===== config.mk =====
export PLATFORM = sky130hd
export DESIGN_NAME = colisor_disparo_flat
export DESIGN_NICKNAME = d
export VERILOG_FILES = /design/src/rtl/colisor_disparo_pkg.sv /design/src/rtl/colisor_disparo_if.sv /design/src/rtl/colisor_disparo_atualiza_celula.sv /design/src/rtl/colisor_disparo.sv /design/src/flat_wrapper.sv
export SDC_FILE = /design/constraint.sdc
export NUM_CORES = 1
export LEC_CHECK = 0
export ABC_AREA = 1
export BUFFER_PORTS_ARGS = -buffer_cell sky130_fd_sc_hd__buf_2
export CORE_MARGIN = 2
export CORE_UTILIZATION = 54
export DETAILED_ROUTE_END_ITERATION = 10
export PLACE_DENSITY = 0.82
export SYNTH_ARGS = -nofsm -noshare
export SYNTH_HDL_FRONTEND = slang
export SYNTH_SLANG_ARGS = --single-unit

===== constraint.sdc =====
create_clock -name clk -period 2.6 [get_ports clk]
set_clock_uncertainty 0.15 [all_clocks]
set_input_delay 0.52 -clock clk [delete_from_list [all_inputs] [get_ports clk]]
set_output_delay 0.52 -clock clk [all_outputs]
set_load 0.005 [all_outputs]

===== src/rtl/colisor_disparo_pkg.sv =====
// colisor_disparo_pkg: board geometry, cell encoding and FSM states shared by the shot resolver
package colisor_disparo_pkg;
  localparam int N_LINHAS  = 32;
  localparam int N_COLUNAS = 32;
  localparam int CELULA_W  = 2;
  localparam int PALAVRA_W = N_COLUNAS * CELULA_W;
  localparam int CNT_W     = 8;
  typedef enum logic [CELULA_W-1:0] {
    AGUA   = 2'b00,
    NAVIO  = 2'b01,
    ERRO   = 2'b10,
    ACERTO = 2'b11
  } celula_t;
  typedef enum logic [2:0] {
    ST_IDLE,
    ST_REQ,
    ST_CHECK,
    ST_WRITE,
    ST_RELEASE,
    ST_DONE
  } estado_t;
endpackage


===== src/rtl/colisor_disparo_if.sv =====
// colisor_disparo_if: shot request, memory-controller port and result signals of the shot resolver
interface colisor_disparo_if;
  logic        tiro_valid;
  logic [4:0]  tiro_x;
  logic [4:0]  tiro_y;
  logic        tiro_jogador;
  logic        tiro_ready;
  logic        mem_busy;
  logic [63:0] dataReadColisor;
  logic        readyColisor;
  logic        jogadorColisor;
  logic [4:0]  colisor_addr;
  logic [63:0] colisor_data;
  logic        colisor_wrep1;
  logic        colisor_wrep2;
  logic        resultado_valid;
  logic        acerto;
  logic        repetido;
  logic [6:0]  acertos_p1;
  logic [6:0]  acertos_p2;
  modport slave (
    input  tiro_valid, tiro_x, tiro_y, tiro_jogador, mem_busy, dataReadColisor,
    output tiro_ready, readyColisor, jogadorColisor, colisor_addr, colisor_data,
           colisor_wrep1, colisor_wrep2, resultado_valid, acerto, repetido,
           acertos_p1, acertos_p2
  );
  modport master (
    output tiro_valid, tiro_x, tiro_y, tiro_jogador, mem_busy, dataReadColisor,
    input  tiro_ready, readyColisor, jogadorColisor, colisor_addr, colisor_data,
           colisor_wrep1, colisor_wrep2, resultado_valid, acerto, repetido,
           acertos_p1, acertos_p2
  );
endinterface


===== src/rtl/colisor_disparo_atualiza_celula.sv =====
// atualiza_celula: classifies one cell of a board row and returns the row with that cell marked as shot
module atualiza_celula
  import colisor_disparo_pkg::*;
(
  input  logic [PALAVRA_W-1:0] linha_i,
  input  logic [4:0]           coluna_i,
  output celula_t              celula_o,
  output logic [PALAVRA_W-1:0] linha_o,
  output logic                 acerto_o,
  output logic                 repetido_o
);
  logic [5:0] base;
  assign base       = {coluna_i, 1'b0};
  assign celula_o   = celula_t'(linha_i[base +: CELULA_W]);
  assign acerto_o   = celula_o == NAVIO;
  assign repetido_o = celula_o == ERRO || celula_o == ACERTO;
  always_comb begin
    linha_o = linha_i;
    linha_o[base +: CELULA_W] = acerto_o ? ACERTO : ERRO;
  end
endmodule


===== src/rtl/colisor_disparo.sv =====
// colisor_disparo: resolves one shot via the controller's colisor port (read row, mark cell, write back, report)
module colisor_disparo
  import colisor_disparo_pkg::*;
#(
  parameter int         READ_WAIT   = 3,
  parameter int         WRITE_HOLD  = 2,
  parameter logic [6:0] MAX_ACERTOS = 7'd127
) (
  input logic               clk,
  input logic               resetGeral,
  colisor_disparo_if.slave  bus
);
  estado_t              estado_q, estado_d;
  logic [CNT_W-1:0]     cnt_q, cnt_d;
  logic [4:0]           x_q, x_d, y_q, y_d;
  logic                 jog_q, jog_d;
  logic [PALAVRA_W-1:0] linha_q, linha_d;
  logic                 acerto_q, acerto_d, repetido_q, repetido_d;
  logic [6:0]           p1_q, p1_d, p2_q, p2_d;
  celula_t              cel_antiga;
  logic [PALAVRA_W-1:0] linha_nova;
  logic                 hit, rep, wren;

  atualiza_celula u_cel (
    .linha_i    (linha_q),
    .coluna_i   (x_q),
    .celula_o   (cel_antiga),
    .linha_o    (linha_nova),
    .acerto_o   (hit),
    .repetido_o (rep)
  );

  always_ff @(posedge clk) begin
    if (resetGeral) begin
      estado_q    <= ST_IDLE;
      cnt_q       <= '0;
      x_q         <= '0;
      y_q         <= '0;
      jog_q       <= 1'b0;
      linha_q     <= '0;
      acerto_q    <= 1'b0;
      repetido_q  <= 1'b0;
      p1_q        <= '0;
      p2_q        <= '0;
    end else begin
      estado_q    <= estado_d;
      cnt_q       <= cnt_d;
      x_q         <= x_d;
      y_q         <= y_d;
      jog_q       <= jog_d;
      linha_q     <= linha_d;
      acerto_q    <= acerto_d;
      repetido_q  <= repetido_d;
      p1_q        <= p1_d;
      p2_q        <= p2_d;
    end
  end

  // The wait counter is shared by the read wait and the write hold; both freeze while the validator holds memory
  always_comb begin
    estado_d   = estado_q;
    cnt_d      = cnt_q;
    x_d        = x_q;
    y_d        = y_q;
    jog_d      = jog_q;
    linha_d    = linha_q;
    acerto_d   = acerto_q;
    repetido_d = repetido_q;
    p1_d       = p1_q;
    p2_d       = p2_q;
    unique case (estado_q)
      ST_IDLE: begin
        acerto_d   = 1'b0;
        repetido_d = 1'b0;
        if (bus.tiro_valid) begin
          x_d      = bus.tiro_x;
          y_d      = bus.tiro_y;
          jog_d    = bus.tiro_jogador;
          cnt_d    = '0;
          estado_d = ST_REQ;
        end
      end
      ST_REQ:
        if (!bus.mem_busy) begin
          cnt_d = cnt_q + 1'b1;
          if (cnt_q == CNT_W'(READ_WAIT - 1)) begin
            linha_d  = bus.dataReadColisor;
            cnt_d    = '0;
            estado_d = ST_CHECK;
          end
        end
      ST_CHECK: begin
        linha_d    = linha_nova;
        acerto_d   = hit;
        repetido_d = rep;
        p1_d       = (hit && !jog_q && p1_q != MAX_ACERTOS) ? p1_q + 7'd1 : p1_q;
        p2_d       = (hit &&  jog_q && p2_q != MAX_ACERTOS) ? p2_q + 7'd1 : p2_q;
        estado_d   = (cel_antiga inside {ERRO, ACERTO}) ? ST_RELEASE : ST_WRITE;
      end
      ST_WRITE:
        if (!bus.mem_busy) begin
          cnt_d = cnt_q + 1'b1;
          if (cnt_q == CNT_W'(WRITE_HOLD - 1)) begin
            cnt_d    = '0;
            estado_d = ST_RELEASE;
          end
        end
      ST_RELEASE: estado_d = ST_DONE;
      ST_DONE:    estado_d = ST_IDLE;
      default:    estado_d = ST_IDLE;
    endcase
  end

  assign wren                = estado_q == ST_WRITE && !bus.mem_busy;
  assign bus.tiro_ready      = estado_q == ST_IDLE;
  assign bus.readyColisor    = estado_q == ST_REQ || estado_q == ST_WRITE;
  assign bus.jogadorColisor  = jog_q;
  assign bus.colisor_addr    = y_q;
  assign bus.colisor_data    = estado_q == ST_WRITE ? linha_q : '0;
  assign bus.colisor_wrep1   = wren && !jog_q;
  assign bus.colisor_wrep2   = wren && jog_q;
  assign bus.resultado_valid = estado_q == ST_DONE;
  assign bus.acerto          = estado_q == ST_DONE && acerto_q;
  assign bus.repetido        = estado_q == ST_DONE && repetido_q;
  assign bus.acertos_p1      = p1_q;
  assign bus.acertos_p2      = p2_q;
endmodule


===== src/flat_wrapper.sv =====
// flat-port wrapper written by rule: the top's interface ports become plain ports
module colisor_disparo_flat import colisor_disparo_pkg::*;
#(
  parameter int         READ_WAIT   = 3,
  parameter int         WRITE_HOLD  = 2,
  parameter logic [6:0] MAX_ACERTOS = 7'd127
)
  (clk, resetGeral, bus_tiro_valid, bus_tiro_x, bus_tiro_y, bus_tiro_jogador, bus_mem_busy, bus_dataReadColisor, bus_tiro_ready, bus_readyColisor, bus_jogadorColisor, bus_colisor_addr, bus_colisor_data, bus_colisor_wrep1, bus_colisor_wrep2, bus_resultado_valid, bus_acerto, bus_repetido, bus_acertos_p1, bus_acertos_p2);
  colisor_disparo_if bus_i ();
  input logic clk;
  input logic resetGeral;
  input wire logic [$bits(bus_i.tiro_valid)-1:0] bus_tiro_valid;
  input wire logic [$bits(bus_i.tiro_x)-1:0] bus_tiro_x;
  input wire logic [$bits(bus_i.tiro_y)-1:0] bus_tiro_y;
  input wire logic [$bits(bus_i.tiro_jogador)-1:0] bus_tiro_jogador;
  input wire logic [$bits(bus_i.mem_busy)-1:0] bus_mem_busy;
  input wire logic [$bits(bus_i.dataReadColisor)-1:0] bus_dataReadColisor;
  output wire logic [$bits(bus_i.tiro_ready)-1:0] bus_tiro_ready;
  output wire logic [$bits(bus_i.readyColisor)-1:0] bus_readyColisor;
  output wire logic [$bits(bus_i.jogadorColisor)-1:0] bus_jogadorColisor;
  output wire logic [$bits(bus_i.colisor_addr)-1:0] bus_colisor_addr;
  output wire logic [$bits(bus_i.colisor_data)-1:0] bus_colisor_data;
  output wire logic [$bits(bus_i.colisor_wrep1)-1:0] bus_colisor_wrep1;
  output wire logic [$bits(bus_i.colisor_wrep2)-1:0] bus_colisor_wrep2;
  output wire logic [$bits(bus_i.resultado_valid)-1:0] bus_resultado_valid;
  output wire logic [$bits(bus_i.acerto)-1:0] bus_acerto;
  output wire logic [$bits(bus_i.repetido)-1:0] bus_repetido;
  output wire logic [$bits(bus_i.acertos_p1)-1:0] bus_acertos_p1;
  output wire logic [$bits(bus_i.acertos_p2)-1:0] bus_acertos_p2;
  assign bus_i.tiro_valid = bus_tiro_valid;
  assign bus_i.tiro_x = bus_tiro_x;
  assign bus_i.tiro_y = bus_tiro_y;
  assign bus_i.tiro_jogador = bus_tiro_jogador;
  assign bus_i.mem_busy = bus_mem_busy;
  assign bus_i.dataReadColisor = bus_dataReadColisor;
  assign bus_tiro_ready = bus_i.tiro_ready;
  assign bus_readyColisor = bus_i.readyColisor;
  assign bus_jogadorColisor = bus_i.jogadorColisor;
  assign bus_colisor_addr = bus_i.colisor_addr;
  assign bus_colisor_data = bus_i.colisor_data;
  assign bus_colisor_wrep1 = bus_i.colisor_wrep1;
  assign bus_colisor_wrep2 = bus_i.colisor_wrep2;
  assign bus_resultado_valid = bus_i.resultado_valid;
  assign bus_acerto = bus_i.acerto;
  assign bus_repetido = bus_i.repetido;
  assign bus_acertos_p1 = bus_i.acertos_p1;
  assign bus_acertos_p2 = bus_i.acertos_p2;
  colisor_disparo #(.READ_WAIT(READ_WAIT), .WRITE_HOLD(WRITE_HOLD), .MAX_ACERTOS(MAX_ACERTOS)) u_core (.clk(clk), .resetGeral(resetGeral), .bus(bus_i));
endmodule

==> metrics, run 1 <==
wire length per cell 14.8 um; total of max-cap violations 0; hpwl dp 14,200 um; Crit Path Max Fanout 8; worst setup path category reg -> reg; die width 112 um; Die H 112 um; cts bufs inserted 9; Power Total 5.80 mW; worst min-delay path class in -> reg; gpl congestion 1.01; vias per inst 5.39; PwrDens 762 nW/um2; DR DRC count 0; max-slew violations 0; Worst-Skew Late Latency 0.36 ns; global-route wire length before repair 30,700 um; top post-synthesis cells by area dfxtp_1 32%, nand2_1 14%, a21oi_1 10%; area of the core 11,400 um2; register bit total from synthesis 102; library cells used by synthesis 38; initial antenna violation count 0; Net Count, Synth 1,089; die area 12,500 um2; Final Critical Period 2.51 ns; Rows 39; flip-flop and latch area 2050 um2; TritonCTS Sinks 102; most common cell after layout, fill and taps aside nand2_1; required time worst endpoint 2.74 ns; initial drt markers 585; GRT Total Usage 30.2%; metal3 WL 1450 um; crit path DAT 2.65 ns; DR top layer met4; NumNets Final 1,241; CTS tree built; CP Launch Type flip-flop; vias in the first global route 6,325; Synth Instances 1,001; slew margin rel. 52.5%; Root Driver clkbuf_16; Syn. warnings 0; Routed Antenna Nets 0; Final Hold Fails 0; final setup TNS 0 ns; starting density of the core 55.3%; H-tree levels 3; final cell count without fillers 1,301; reg2reg path depth 12; clk slew on worst S/H paths 0.07 ns; post-synthesis sequential area ratio 32.5%; cell taking the most area after synthesis dfxtp_1; commonest cells after routing, fill and taps aside 234 x nand2_1, 169 x buf_2, 129 x a21oi_1; status finished, final reports clean; WL met2 9140 um; Placed Instances 1,285; final worst setup slack 0.0880 ns; final WL 19,200 um; Layout area overhead 21.0%; synthesized cell area 6290 um2; DR vias 7,010; grt ovf 0; worst slew pin tran 0.713 ns; period utilization 96.6%; hold depth 3; Mapped Avg Cell Area 6.28 um2; fraction of layout cells with a size suffix above 1 22.4%; Post-CTS Hold Fix Bufs 0; Final setup viols 0; leakage power 3.49 nW; DRT Pass-1 Iters 6; post-synth top area share 32.5%; footprint of the multi-input gates 3510 um2; Port-buffer cells 169; largest net degree at the start of global routing 66; Fill cells 1,060; Final Util 67.0%; M1 WL 8120 um; Worst VDD drop 489 uV; n_diodes 0; critical path endpoint category flip-flop; Setup WS pre-CTS -0.240 ns; RSZ-0062 raised after global routing no; largest buffer count on any clock path 2; I/O pins 170; fmax 0.398 GHz
cell usage after synthesis, drive strengths merged:
| cell | number |
|---|---|
| a211oi | 2 |
| a21oi | 129 |
| a311oi | 1 |
| a31oi | 2 |
| buf | 33 |
| clkbuf | 22 |
| dfxtp | 102 |
| ha | 9 |
| inv | 120 |
| nand2 | 241 |
| nand3 | 91 |
| nand4 | 11 |
| nor2 | 138 |
| nor3 | 17 |
| nor3b | 1 |
| nor4 | 1 |
| o211ai | 8 |
| o21a | 1 |
| o21ai | 57 |
| o221ai | 1 |
| o31ai | 1 |
| xnor2 | 5 |
| xor2 | 8 |
timing repair:
| action | CTS | global route |
|---|---|---|
| setup buffers | 0 | 0 |
| resized for setup | 2 | 6 |
| setup endpoints to repair | 39 | 22 |
| cloned | 0 | 0 |
state kept, by name (all words and copies together), names as in the netlist:
register,flops
u_core.bus.jogadorColisor,1
u_core.linha_q,64
u_core.bus.acertos_p1,7
u_core.cnt_q,8
u_core.acerto_q,1
u_core.bus.colisor_addr,5
u_core.repetido_q,1
u_core.bus.acertos_p2,7
u_core.x_q,5
u_core.estado_q,3
power breakdown:
| part | internal [mW] | switching, mW |
|---|---|---|
| registers | 1.85 | 0.166 |
| clock network | 0.780 | 0.631 |
| logic | 0.731 | 1.64 |
per-stage QoR:
| step | hold slack, ns | instance area [um2] |
|---|---|---|
| 2_1_floorplan | 0.291 | 6290 |
| 3_3_place_gp | 0.295 | 7280 |
| 3_5_place_dp | 0.303 | 7280 |
| 4_1_cts | 0.270 | 7590 |
| 5_1_grt | 0.269 | 7610 |
| 6_report | 0.276 | 7610 |
worst max-delay path, stage by stage (launching register included):
cell and delay [ns]:
dfxtp_4 0.45, inv_2 0.11, nor2_2 0.24, inv_1 0.15, a21oi_1 0.21, nor2_1 0.10, nand2_1 0.10, nand2_4 0.10
nor2_8 0.12, nand4_2 0.11, nor2_2 0.29, nand3_1 0.15, a21oi_1 0.14
per-layer routing:
metal | global-route usage [%] | vias up
met5 | 0 | -
met2 | 50.3 | 303
met4 | 10.8 | 0
met3 | 6.26 | 36
met1 | 39.0 | 3154
li1 | - | 3517
logic make-up (layout without fill, tap and decap cells):
group | count (synthesis) | count (layout) | synth area share, %
AO/OA/AOI/OAI | 202 | 202 | 16.9
XOR/XNOR | 13 | 13 | 1.81
adder cells (fa/ha/maj) | 9 | 9 | 1.79
buffers and inverters | 175 | 332 | 12.0
flip-flops | 102 | 102 | 32.5
AND/OR/NAND/NOR | 500 | 500 | 35.1
worst paths after layout:
kind / from / to / slack [ns]
worst max-delay path: u_core.x_q[2] / u_core.linha_q[44] / 0.09
worst max register to register: u_core.x_q[2] / u_core.linha_q[44] / 0.09
worst min-delay path: bus_tiro_y[0] / u_core.bus.colisor_addr[0] / 0.28
worst min register to register: u_core.bus.colisor_addr[1] / u_core.bus.colisor_addr[1] / 0.31
final cells by class:
| type | count | area share [%] |
|---|---|---|
| Multi-Input combinational cell | 724 | 46.1 |
| Timing Repair Buffer | 196 | 14.6 |
| Tap cell | 143 | 2.35 |
| Clock buffer | 10 | 3.14 |
| Sequential cell | 102 | 26.9 |
| Inverter | 120 | 6.00 |
| Clock inverter | 6 | 0.920 |
(Power assumes the default switching activity.)
==> inputs of run 2 (changes only) <==
- BUFFER_PORTS_ARGS: -buffer_cell sky130_fd_sc_hd__buf_2 -> -buffer_cell sky130_fd_sc_hd__buf_4
==> metrics, run 2 (synthesized netlist as in run 1, its figures left out) <==
die width 112 um (unchanged); Fill cells 1,032 (was 1,060); combinational cell fraction of total power 41.0% (was 40.8%); vias per inst 5.49 (was 5.39); final WL 19,800 um (was 19,200 um); Placed Instances 1,283 (was 1,285); Clk pwr share 25.1% (was 24.3%); critical path endpoint category flip-flop (unchanged); die area 12,500 um2 (unchanged); total of max-cap violations 0 (unchanged); most common cell after layout, fill and taps aside nand2_1 (unchanged); initial drt markers 522 (was 585); source of the worst register-to-register timing path u_core.x_q[2] (unchanged); NumNets Final 1,242 (was 1,241); final cell count without fillers 1,302 (was 1,301); n_diodes 0 (unchanged); Final Util 70.9% (was 67.0%); Pint 3.52 mW (was 3.37 mW); largest net degree at the start of global routing 66 (unchanged); Largest Register u_core.linha_q (unchanged); Min-Delay Endpoint u_core.linha_q[1] (was u_core.bus.colisor_addr[0]); max-slew violations 0 (unchanged); slew margin rel. 53.0% (was 52.5%); worst reg2reg setup slack 0.02 ns (was 0.09 ns); worst slew pin tran 0.704 ns (was 0.713 ns); fmax 0.388 GHz (was 0.398 GHz); max FFs per register 64 (unchanged); TritonCTS Sinks 102 (unchanged); cts bufs inserted 9 (unchanged); H-tree levels 3 (unchanged); Routed Antenna Nets 0 (unchanged); fraction of layout cells with a size suffix above 1 22.8% (was 22.4%); DRT Pass-1 Iters 5 (was 6); worst min-delay path class in -> reg (unchanged); DR DRC count 0 (unchanged); largest buffer count on any clock path 2 (unchanged); Crit Path Max Fanout 8 (unchanged); wire length per cell 15.2 um (was 14.8 um); CTS tree built (unchanged); global-route wire length before repair 32,300 um (was 30,700 um); Design Area, Final 8060 um2 (was 7610 um2); Worst-Skew Late Latency 0.36 ns (about the same); required time worst endpoint 2.74 ns (about the same); Seq pwr share 33.8% (was 34.9%); Final setup viols 0 (unchanged); initial antenna violation count 0 (unchanged); DR vias 7,145 (was 7,010); Port-buffer cells 169 (unchanged); grt ovf 0 (unchanged); minimum hold slack 0.278 ns (was 0.276 ns); commonest cells after routing, fill and taps aside 233 x nand2_1, 193 x buf_4, 126 x nor2_1, 126 x a21oi_1, 107 x inv_1 (was 234 x nand2_1, 169 x buf_2, 129 x a21oi_1); Layout area overhead 28.1% (was 21.0%); I/O pins 170 (unchanged); Psw 2.43 mW (about the same); area of the core 11,400 um2 (unchanged); Worst VDD drop 574 uV (was 489 uV); Top Registers u_core.linha_q x64, u_core.cnt_q x8 (unchanged); worst setup path category reg -> reg (unchanged); Net Sw Frac 40.9% (was 41.9%); status finished, final reports clean (unchanged); CP Launch Type flip-flop (unchanged); period utilization 99.2% (was 96.6%); vias in the first global route 6,781 (was 6,325); min-delay src bus_dataReadColisor[1] (was bus_tiro_y[0]); reg2reg path depth 12 (unchanged); GRT Total Usage 31.3% (was 30.2%); clk slew on worst S/H paths 0.07 ns (about the same); starting density of the core 55.3% (unchanged); Final Critical Period 2.58 ns (was 2.51 ns); leakage power 3.55 nW (was 3.49 nW); Root Driver clkbuf_16 (unchanged); Rows 39 (unchanged); Placement Cell Area 7660 um2 (was 7280 um2); PwrDens 739 nW/um2 (was 762 nW/um2); Final Hold Fails 0 (unchanged); hold depth 3 (unchanged); gpl congestion 1.01 (about the same); Die H 112 um (unchanged); hpwl dp 14,400 um (was 14,200 um); reg2reg end u_core.linha_q[26] (was u_core.linha_q[44]); crit path DAT 2.72 ns (was 2.65 ns)
run 2: changes by cell type in the layout (fill, tap and decap cells not counted), sizes merged:
cell	before	now
bufinv	1	2
clkinv	6	2
clkbuf	10	11
clkinvlp	0	2
buf	196	197
run 2: how the worst max path moves through the flow:
stage,start,to,slack [ns],cells after the start
after global routing,u_core.x_q[0],u_core.linha_q[62],-0.01,13
after CTS,u_core.x_q[0],u_core.bus.acertos_p2[0],0.01,14
after detailed placement,u_core.x_q[2],u_core.linha_q[26],-0.19,12
after floorplan,u_core.x_q[0],u_core.linha_q[8],0.32,13
final,u_core.x_q[2],u_core.linha_q[26],0.02,12
after global placement,u_core.x_q[2],u_core.linha_q[10],-0.16,12
run 2: power groups by stage:
stage | Combinational (mW) | Clock, mW | Sequential (mW)
floorplan | 1.77 | 0 | 1.99
global placement | 2.35 | 0 | 2.03
global route | 2.73 | 1.58 | 2.04
finish | 2.44 | 1.50 | 2.01
CTS | 2.39 | 1.51 | 2.01
detailed placement | 2.38 | 0 | 2.04
run 2: per-layer routing:
metal | GRT usage, % | share of wire, % | vias to the layer above
met4 | 13.1 | 2.8 | 0
li1 | - | - | 3527
met1 | 39.0 | 41 | 3253
met3 | 8.22 | 8.3 | 52
met2 | 51.6 | 48 | 313
met5 | 0 | 0 | -
run 2: cell type report:
cell class / instances / area [um2] / share of cell area [%]
clock buffer: 11 / 243 / 3.01
clock inverter: 5 / 81.3 / 1.01
inverter: 120 / 458 / 5.68
multi-input combinational: 724 / 3520 / 43.7
sequential: 102 / 2040 / 25.4
tap: 143 / 179 / 2.22
timing repair buffer: 197 / 1530 / 19.0
run 2: repair_timing:
item,4_1_cts,5_1_grt
hold buffers,0,0
setup endpoints to repair,38,45
pin swaps,0,1
endpoints found under the hold margin,0,0
resized for setup,2,9
buffers inserted,0,3
gates cloned,0,0
run 2: critical path, cell delays in order (launching register included):
cell and delay [ns]:
dfxtp_2 0.51, inv_2 0.15, nor2_2 0.24, inv_1 0.12, a21oi_1 0.18, nor2_1 0.07
nand2_2 0.07, nand2_4 0.09, nor2_8 0.13, nand4_2 0.13, nor2_2 0.35, nand3_1 0.14
a21oi_1 0.17
run 2: through the flow:
step | total power [mW] | setup WS, ns | TNS, ns
floorplan | 3.75 | 0.317 | 0
global placement | 4.38 | -0.158 | -1.96
detailed placement | 4.42 | -0.188 | -2.75
CTS | 5.91 | 0.0122 | 0
global route | 6.35 | -0.0133 | -0.0133
finish | 5.95 | 0.0212 | 0
==> inputs of run 3 (changes only) <==
- CORE_UTILIZATION: 54 -> 56
- SYNTH_HIERARCHICAL: default -> 1
==> metrics, run 3 <==
status finished, final reports clean (unchanged); slew margin rel. 63.6% (was 53.0%); gpl congestion 1.03 (was 1.01); Design Area, Final 9410 um2 (was 8060 um2); Final Hold Fails 0 (unchanged); leakage power 4.26 nW (was 3.55 nW); Psw 3.36 mW (was 2.43 mW); final cell count without fillers 1,657 (was 1,302); wire length per cell 14.3 um (was 15.2 um); initial antenna violation count 0 (unchanged); Crit Path Max Fanout 6 (was 8); hpwl dp 16,600 um (was 14,400 um); Worst-Skew Late Latency 0.36 ns (about the same); Mapped Avg Cell Area 5.72 um2 (was 6.28 um2); Worst VDD drop 553 uV (was 574 uV); asr flop ratio synth 0% (unchanged); Root Driver clkbuf_16 (unchanged); Seq pwr share 28.6% (was 33.8%); DR DRC count 0 (unchanged); I/O pins 170 (unchanged); CTS tree built (unchanged); Die H 120 um (was 112 um); Largest Register u_core/linha_q (was u_core.linha_q); CP Launch Type flip-flop (unchanged); global-route wire length before repair 38,200 um (was 32,300 um); DRT Pass-1 Iters 6 (was 5); top post-synthesis cells by area dfxtp_1 27%, nand2_1 23%, nand3_1 8.5% (was dfxtp_1 32%, nand2_1 14%, a21oi_1 10%); RSZ-0062 raised after global routing yes; TritonCTS Sinks 102 (unchanged); Syn. warnings 6 (was 0); max FFs per register 64 (unchanged); post-synthesis sequential area ratio 27.0% (was 32.5%); required time worst endpoint 2.74 ns (about the same); PwrDens 773 nW/um2 (was 739 nW/um2); M1 WL 9620 um (was 8140 um); Layout area overhead 24.5% (was 28.1%); register bit total from synthesis 102 (unchanged); die area 14,400 um2 (was 12,500 um2); synthesized cell area 7560 um2 (was 6290 um2); most common cell after layout, fill and taps aside nand2_1 (unchanged); period utilization 96.1% (was 99.2%); Routed Antenna Nets 0 (unchanged); worst reg2reg setup slack 0.10 ns (was 0.02 ns); footprint of the multi-input gates 4420 um2 (was 3520 um2); fmax 0.400 GHz (was 0.388 GHz); Net Count, Synth 1,410 (was 1,089); Net Sw Frac 46.1% (was 40.9%); Rows 42 (was 39); combinational cell fraction of total power 52.2% (was 41.0%); Placed Instances 1,633 (was 1,283); Clk pwr share 19.2% (was 25.1%); fraction of layout cells with a size suffix above 1 19.4% (was 22.8%); final setup TNS 0 ns (unchanged); vias per inst 5.38 (was 5.49); die width 120 um (was 112 um); H-tree levels 3 (unchanged); DR vias 8,919 (was 7,145); post-synth top area share 27.0% (was 32.5%); library cells used by synthesis 37 (was 38); Fill cells 1,215 (was 1,032); NumNets Final 1,564 (was 1,242); cell with the most instances after synthesis nand2_1 (unchanged); largest net degree at the start of global routing 92 (was 66); grt ovf 0 (unchanged); DR top layer met4 (unchanged); Pint 3.92 mW (was 3.52 mW); area of the core 13,200 um2 (was 11,400 um2); minimum hold slack 0.286 ns (was 0.278 ns); max-slew violations 0 (unchanged); cts bufs inserted 9 (unchanged); Synth Instances 1,322 (was 1,001); GRT Total Usage 32.4% (was 31.3%); Final setup viols 0 (unchanged); commonest cells after routing, fill and taps aside 464 x nand2_1, 202 x buf_4, 159 x inv_1 (was 233 x nand2_1, 193 x buf_4, 126 x nor2_1, 126 x a21oi_1, 107 x inv_1); ys flop type dfxtp_1 (unchanged); cell taking the most area after synthesis dfxtp_1 (unchanged); flip-flop and latch area 2050 um2 (was 2040 um2); critical path endpoint category flip-flop (unchanged); number of synthesized flops with an enable pin 0 (unchanged); total of max-cap violations 0 (unchanged); Top Registers u_core/linha_q x64, u_core/cnt_q x8 (was u_core.linha_q x64, u_core.cnt_q x8); final WL 23,700 um (was 19,800 um); n_diodes 0 (unchanged); worst min-delay path class in -> reg (unchanged); metal3 WL 2130 um (was 1650 um); Placement Cell Area 8970 um2 (was 7660 um2); clk slew on worst S/H paths 0.07 ns (about the same); Final Critical Period 2.50 ns (was 2.58 ns); top post-synthesis cells by count 466 x nand2_1, 161 x inv_1, 154 x nor2_1 (was 234 x nand2_1, 129 x a21oi_1, 127 x nor2_1); crit path DAT 2.64 ns (was 2.72 ns); initial drt markers 925 (was 522); starting density of the core 57.3% (was 55.3%); largest buffer count on any clock path 2 (unchanged); worst slew pin tran 0.544 ns (was 0.704 ns); Port-buffer cells 169 (unchanged); vias in the first global route 7,984 (was 6,781); worst setup path category reg -> reg (unchanged); WL met2 11,200 um (was 9510 um)
==> run 3: power groups by stage <==
stage | clock network [mW] | logic (mW) | registers [mW]
2_1_floorplan | 0 | 2.62 | 2.03
5_1_grt | 1.47 | 4.17 | 2.12
6_report | 1.40 | 3.80 | 2.08
3_3_place_gp | 0 | 3.58 | 2.10
3_5_place_dp | 0 | 3.60 | 2.10
4_1_cts | 1.42 | 3.62 | 2.07
==> run 3: worst max-delay path, cell delays in order (launching register included) <==
cell	delay, ns
dfxtp_4	0.38
inv_4	0.05
ha_2	0.21
xnor2_4	0.22
clkinvlp_4	0.20
clkbuf_2	0.19
nor3_1	0.22
inv_1	0.12
nor2_1	0.18
nand4_1	0.11
nand2_1	0.07
nand2_1	0.05
nand2_1	0.07
nand3_1	0.07
a21oi_1	0.14
==> run 3: timing repair <==
item                                    4_1_cts  5_1_grt
setup buffers                                 0        8
hold buffers                                  0        0
endpoints found under the setup margin        0       79
resized for setup                             0       24
==> run 3: cells by family after synthesis <==
| logic type | share of synthesized area (%) |
|---|---|
| AND/OR/NAND/NOR | 44.9 |
| buffers and inverters | 15.0 |
| AO/OA/AOI/OAI | 10.2 |
| flip-flops | 27.0 |
| XOR/XNOR | 1.41 |
| adder cells (fa/ha/maj) | 1.49 |
==> run 3: through the flow <==
step                util, %  total power [mW]  setup WS, ns
global route           71.4              7.76       -0.0555
global placement       68.0              5.68        0.0989
floorplan                 -              4.65        0.0961
CTS                    70.2              7.11        0.0383
detailed placement     68.0              5.70        0.0647
finish                 71.4              7.28         0.102
==> run 3: worst paths after layout <==
| check | start | end | cells after the start |
|---|---|---|---|
| hold reg to reg | u_core/bus.colisor_addr[3] | u_core/bus.colisor_addr[3] | 2 |
| setup / recovery | u_core/x_q[0] | u_core/linha_q[6] | 14 |
| hold / removal | bus_tiro_y[4] | u_core/bus.colisor_addr[4] | 3 |
| setup reg to reg | u_core/x_q[0] | u_core/linha_q[6] | 14 |
==> run 3: layout make-up <==
cell class	count	area share (%)
flip-flops and latches	102	21.7
clock inverters	7	0.758
multi-input cells	974	47.0
clock buffers	9	2.39
well taps	176	2.34
inverters	171	6.89
repair buffers	218	18.9
==> run 3: metal layers <==
| layer | track usage [%] | up-vias |
|---|---|---|
| li1 | - | 4404 |
| met1 | 41.3 | 3997 |
| met2 | 54.9 | 449 |
| met4 | 13.0 | 0 |
| met3 | 4.86 | 69 |
| met5 | 0 | - |
